[src/rtl/data_mem_ctrl.sv]
// data_mem_ctrl
//   Byte-serial bridge between a 32-bit memory pipeline stage and an 8-bit
//   synchronous SRAM. A request accepted in IDLE walks the four byte lanes
//   (big-endian order), one SRAM cycle per enabled lane. A flush cycle then
//   collects the last read byte, and a DONE cycle presents the final rdata.
//   Latency is the same for every sel/we combination.
//
// Ports
//   clk, rst            clock, synchronous active-high reset
//   ce, we, addr, sel,  request from the memory stage (sampled in IDLE)
//   wdata
//   rdata               assembled read word, held until the next read
//   stall_req           combinational stall while an access is in progress
//   sram_addr, sram_en, byte-wide SRAM port; read data returns one cycle
//   sram_we, sram_wdata after the enable cycle
//   sram_rdata
//
// state  | meaning
// IDLE   | waiting for ce; captures the request
// ACCESS | one SRAM cycle per lane, lane 0..3
// FLUSH  | no SRAM cycle; lane-3 read byte is captured
// DONE   | rdata final, stall released, request ignored
module data_mem_ctrl #(
  parameter int ADDR_W = 20
) (
  input  logic              clk,
  input  logic              rst,
  input  logic              ce,
  input  logic              we,
  input  logic [31:0]       addr,
  input  logic [3:0]        sel,
  input  logic [31:0]       wdata,
  output logic [31:0]       rdata,
  output logic              stall_req,
  output logic [ADDR_W-1:0] sram_addr,
  output logic              sram_en,
  output logic              sram_we,
  output logic [7:0]        sram_wdata,
  input  logic [7:0]        sram_rdata
);

  typedef enum logic [1:0] {IDLE, ACCESS, FLUSH, DONE} state_t;

  state_t            state, state_nxt;
  logic [1:0]        lane, lane_nxt;
  logic [ADDR_W-3:0] cap_addr;
  logic              cap_we;
  logic [3:0]        cap_sel;
  logic [31:0]       cap_wdata;
  logic              rd_pend;
  logic [1:0]        rd_lane;
  logic              lane_active;
  logic [7:0]        lane_wbyte;

  // Only word-aligned bits inside the SRAM range are used.
  logic unused_addr;
  assign unused_addr = ^{addr[31:ADDR_W], addr[1:0]};

  // Lane k is enabled by sel[3-k].
  assign lane_active = cap_sel[2'd3 - lane];

  always_comb begin
    lane_wbyte = 8'h00;
    case (lane)
      2'd0: lane_wbyte = cap_wdata[31:24];
      2'd1: lane_wbyte = cap_wdata[23:16];
      2'd2: lane_wbyte = cap_wdata[15:8];
      2'd3: lane_wbyte = cap_wdata[7:0];
      default: lane_wbyte = 8'h00;
    endcase
  end

  always_comb begin
    state_nxt  = state;
    lane_nxt   = lane;
    stall_req  = 1'b0;
    sram_en    = 1'b0;
    sram_we    = 1'b0;
    sram_addr  = '0;
    sram_wdata = 8'h00;
    case (state)
      IDLE: begin
        if (ce) begin
          stall_req = 1'b1;
          state_nxt = ACCESS;
          lane_nxt  = 2'd0;
        end
      end
      ACCESS: begin
        stall_req = 1'b1;
        if (lane_active) begin
          sram_en    = 1'b1;
          sram_we    = cap_we;
          sram_addr  = {cap_addr, lane};
          sram_wdata = cap_we ? lane_wbyte : 8'h00;
        end
        lane_nxt = lane + 2'd1;
        if (lane == 2'd3) state_nxt = FLUSH;
      end
      FLUSH: begin
        stall_req = 1'b1;
        state_nxt = DONE;
      end
      DONE: begin
        state_nxt = IDLE;
      end
      default: state_nxt = IDLE;
    endcase
    // Reset silences the SRAM port and the stall in the same cycle.
    if (rst) begin
      stall_req  = 1'b0;
      sram_en    = 1'b0;
      sram_we    = 1'b0;
      sram_addr  = '0;
      sram_wdata = 8'h00;
    end
  end

  always_ff @(posedge clk) begin
    if (rst) begin
      state     <= IDLE;
      lane      <= 2'd0;
      cap_addr  <= '0;
      cap_we    <= 1'b0;
      cap_sel   <= 4'h0;
      cap_wdata <= 32'h0;
      rd_pend   <= 1'b0;
      rd_lane   <= 2'd0;
      rdata     <= 32'h0;
    end else begin
      state <= state_nxt;
      lane  <= lane_nxt;
      if (state == IDLE && ce) begin
        cap_addr  <= addr[ADDR_W-1:2];
        cap_we    <= we;
        cap_sel   <= sel;
        cap_wdata <= wdata;
        if (!we) rdata <= 32'h0;
      end
      // A read enable this cycle returns its byte next cycle.
      rd_pend <= (state == ACCESS) && lane_active && !cap_we;
      rd_lane <= lane;
      if (rd_pend) begin
        case (rd_lane)
          2'd0: rdata[31:24] <= sram_rdata;
          2'd1: rdata[23:16] <= sram_rdata;
          2'd2: rdata[15:8]  <= sram_rdata;
          2'd3: rdata[7:0]   <= sram_rdata;
          default: ;
        endcase
      end
    end
  end

endmodule

[config.mk]
export PLATFORM = sky130hd
export DESIGN_NAME = data_mem_ctrl
export DESIGN_NICKNAME = d
export VERILOG_FILES = /design/src/rtl/data_mem_ctrl.sv
export SDC_FILE = /design/constraint.sdc
export NUM_CORES = 1
export LEC_CHECK = 0
export CORE_MARGIN = 2
export CORE_UTILIZATION = 44
export CTS_BUF_LIST = sky130_fd_sc_hd__clkbuf_16
export DETAILED_ROUTE_END_ITERATION = 6
export HOLD_SLACK_MARGIN = 0.08
export PLACE_DENSITY = 0.76
export SYNTH_ARGS = -nofsm -noshare
export SYNTH_HDL_FRONTEND = slang
export SYNTH_SLANG_ARGS = --single-unit
export TNS_END_PERCENT = 5
[constraint.sdc]
create_clock -name clk -period 2 [get_ports clk]
set_input_delay 0.3 -clock clk [delete_from_list [all_inputs] [get_ports clk]]
set_output_delay 0.3 -clock clk [all_outputs]
set_load 0.005 [all_outputs]
==> results_dict.tcl, run 1 <==
set metrics [dict create \
    status "finished, violations left" \
    violations "negative setup slack" \
    leakage_nw 2.12 \
    ys_types 31 \
    grt.overflow.total 0 \
    crit_fanout 5 \
    cts-hold-fix-buffers 0 \
    drt_iter0_drc 233 \
    ys.flop_type "dfxtp_1" \
    p_sw_w 0.00175 \
    wl_per_cell_um 14.8 \
    drive_above_1_share_pct 16.1 \
    routed_wl_mm 10.5 \
    antenna_found_initial 0 \
    p_int_w 0.00361 \
    grt_pass1_vias 3684 \
    finalCriticalPeriod_ns 2.21 \
    fin_ws_ns -0.209 \
    synth-edff-count 0 \
    gp_congestion 0.918 \
    final_util_pct 65.1 \
    worstPathRequired_ns 1.70 \
    combPwrFrac_pct 27.2 \
    finalSetupViolations 29 \
    p_clk_share_pct 30.1 \
    syn-num-nets 552 \
    ys_seq_area_share_pct 48.7 \
    dieArea_um2 9560 \
    initial_core_util_pct 44.8 \
    end_kind "output pin" \
    area_growth_pct 45.5 \
    reg2reg_to "rdata[22]" \
    r2r_cells 7 \
    worstPathArrival_ns 1.91 \
    tritoncts "yes" \
    post-place-ws_ns -0.201 \
    syn-cell-area_um2 3870 \
    final_area_um2 5630 \
    syn_inst 463 \
    drv_cap 0 \
    netSwitchingFraction_pct 32.7 \
    reg2reg_slack_ns 0.24 \
    ys_warn_count 0 \
    finalSetupTns_ns -4.53 \
    rsz0062_at_grt "true" \
    core-area_um2 8640 \
    antenna_cells 0 \
    ioPinCount 143 \
    ys_async_sr_fraction_pct 0 \
    cts.sinks 94 \
    synth_top_area_cell "dfxtp_1" \
    min_from "cap_addr[11]" \
    fin_worst_skew_ns 0.00832 \
    r2r_start "state[0]" \
    hold_class "reg -> reg" \
    routed_via_density 5.22 \
    finalHoldViolCount 0 \
    std_cell_rows 34 \
    placed_area_um2 5280 \
    fin_nets 686 \
    dp_hpwl_mm 7.12 \
    pwr-share-seq_pct 42.7 \
    cts-root-buf "clkbuf_16" \
    fin_crit_sh_pct 110 \
    vdd_drop_max_uv 675 \
    hold_path_depth 2 \
    worst_pin_slew_ns 0.681 \
    ys_ff_latch 94 \
    cts_max_level 3 \
    port_buffers 128 \
    holdPathEnd "cap_addr[11]" \
    synth_top_cell_area_share_pct 48.7 \
    synth_commonest_cells "nand2_1 (120), dfxtp_1 (94), a21oi_1 (58)" \
    clk_pin_slew_ns 0.07 \
    drtPass1Iterations 7 \
    cts_buffers 9 \
    drcViolationCount 0 \
    yosysMostFrequentCell "nand2_1" \
    grt_max_degree 73 \
    clk_path_buf_depth 2 \
    p_per_area_nw_per_um2 954 \
    chipWidth_um 97.8 \
    final_max_slew_viol_count 0 \
    cp-start-kind "flip-flop" \
    synth_area_per_cell_um2 8.35 \
    insertion_delay_ns 0.33 \
    fp.dieH_um 97.8 \
    fmax_ghz 0.453 \
    vias 3703 \
    detail-route-antenna-nets 0 \
    path_class "reg -> out" \
    slew_headroom_pct 54.6 \
    yosys-top-cells-area "dfxtp_1 (49%), nand2_1 (12%), a21oi_1 (7.5%), o32ai_1 (7.2%), inv_1 (3.5%)" \
    grt_use_total_pct 22.1 \
    grt_first_pass_wirelength_mm 17.4 \
]
[metal layers]
metal / routed length, um / up-vias / track usage (%)
met2: 5180 / 146 / 38.4
met1: 4410 / 1704 / 27.8
met4: 147 / 0 / 4.81
li1: - / 1836 / -
met5: 0 / - / 0
met3: 745 / 17 / 5.87
[repair_timing]
action | 4_1_cts | 5_1_grt
cloned | 1 | 0
pin swaps | 14 | 5
setup buffers | 7 | 0
setup endpoints to repair | 31 | 31
resized for setup | 144 | 19
[cell families (layout without fill, tap and decap cells)]
group | Yosys count | after routing | synth area share (%)
flops | 94 | 94 | 48.7
compound gates | 114 | 114 | 19.6
mux | 3 | 3 | 0.776
simple gates | 175 | 175 | 20.4
fa+ha+maj | 9 | 9 | 2.91
buf+inv | 68 | 207 | 7.57
[final cells by class]
cell class              count  area [um^2]
inverters                  36          135
repair buffers            155         1420
well taps                 108          135
fillers                   720         3010
clock inverters             7         57.6
clock buffers               9          225
flip-flops and latches     94         1880
multi-input cells         301         1770
[worst max-delay path, cell delays in order (launching register included)]
cell     delay (ns)
dfxtp_2        0.32
inv_2          0.07
ha_4           0.12
or3b_4         0.38
o22ai_4        0.16
buf_6          0.14
buf_12         0.10
and3_1         0.15
buf_2          0.13
[power by group through the flow]
stage | Clock, W | Combinational (W) | Sequential (W)
6_report | 0.00161 | 0.00146 | 0.00229
5_1_grt | 0.00173 | 0.00164 | 0.00232
4_1_cts | 0.00164 | 0.00143 | 0.00227
3_5_place_dp | 0 | 0.00139 | 0.00230
2_1_floorplan | 0 | 0.000909 | 0.00227
3_3_place_gp | 0 | 0.00135 | 0.00229
[worst max-delay path by stage]
stage / start / end / slack (ns) / cells past startpoint
after detailed placement: state[1] / sram_addr[0] / -0.20 / 7
after CTS: state[1] / sram_wdata[0] / -0.30 / 9
after floorplan: state[1] / sram_wdata[0] / 0.24 / 6
final: state[1] / sram_wdata[5] / -0.21 / 8
after global placement: state[1] / sram_addr[0] / -0.19 / 7
after global routing: state[1] / sram_wdata[3] / -0.26 / 8
[through the flow]
step | hold slack, ns | cells | power, W
3_5_place_dp | 0.442 | 688 | 0.00369
2_1_floorplan | 0.432 | 463 | 0.00318
4_1_cts | 0.452 | 712 | 0.00535
5_1_grt | 0.478 | 710 | 0.00569
6_report | 0.451 | 710 | 0.00536
3_3_place_gp | 0.438 | 688 | 0.00364
[flip-flops by register name (all words and copies together) (netlist names), 2 cells and up]
register / cells
cap_addr: 18
cap_sel: 4
cap_wdata: 32
lane: 2
rd_lane: 2
rdata: 32
state: 2
[placed cells by master (no fill, tap or decap), types with 14 or more instances in the layout]
cell type and count:
buf_4 19, buf_6 14, a21oi_1 58, inv_1 35, o32ai_1 32, buf_2 22
and2_1 14, dfxtp_1 92, clkdlybuf4s50_1 96, nand2_1 119
(Power assumes the default switching activity.)
==> run 2: changes to the inputs <==
Settings changed: HOLD_SLACK_MARGIN 0.08 to not set.
==> results of run 2 <==
No change in the layout: final DEF, timing and power equal those of run 1.
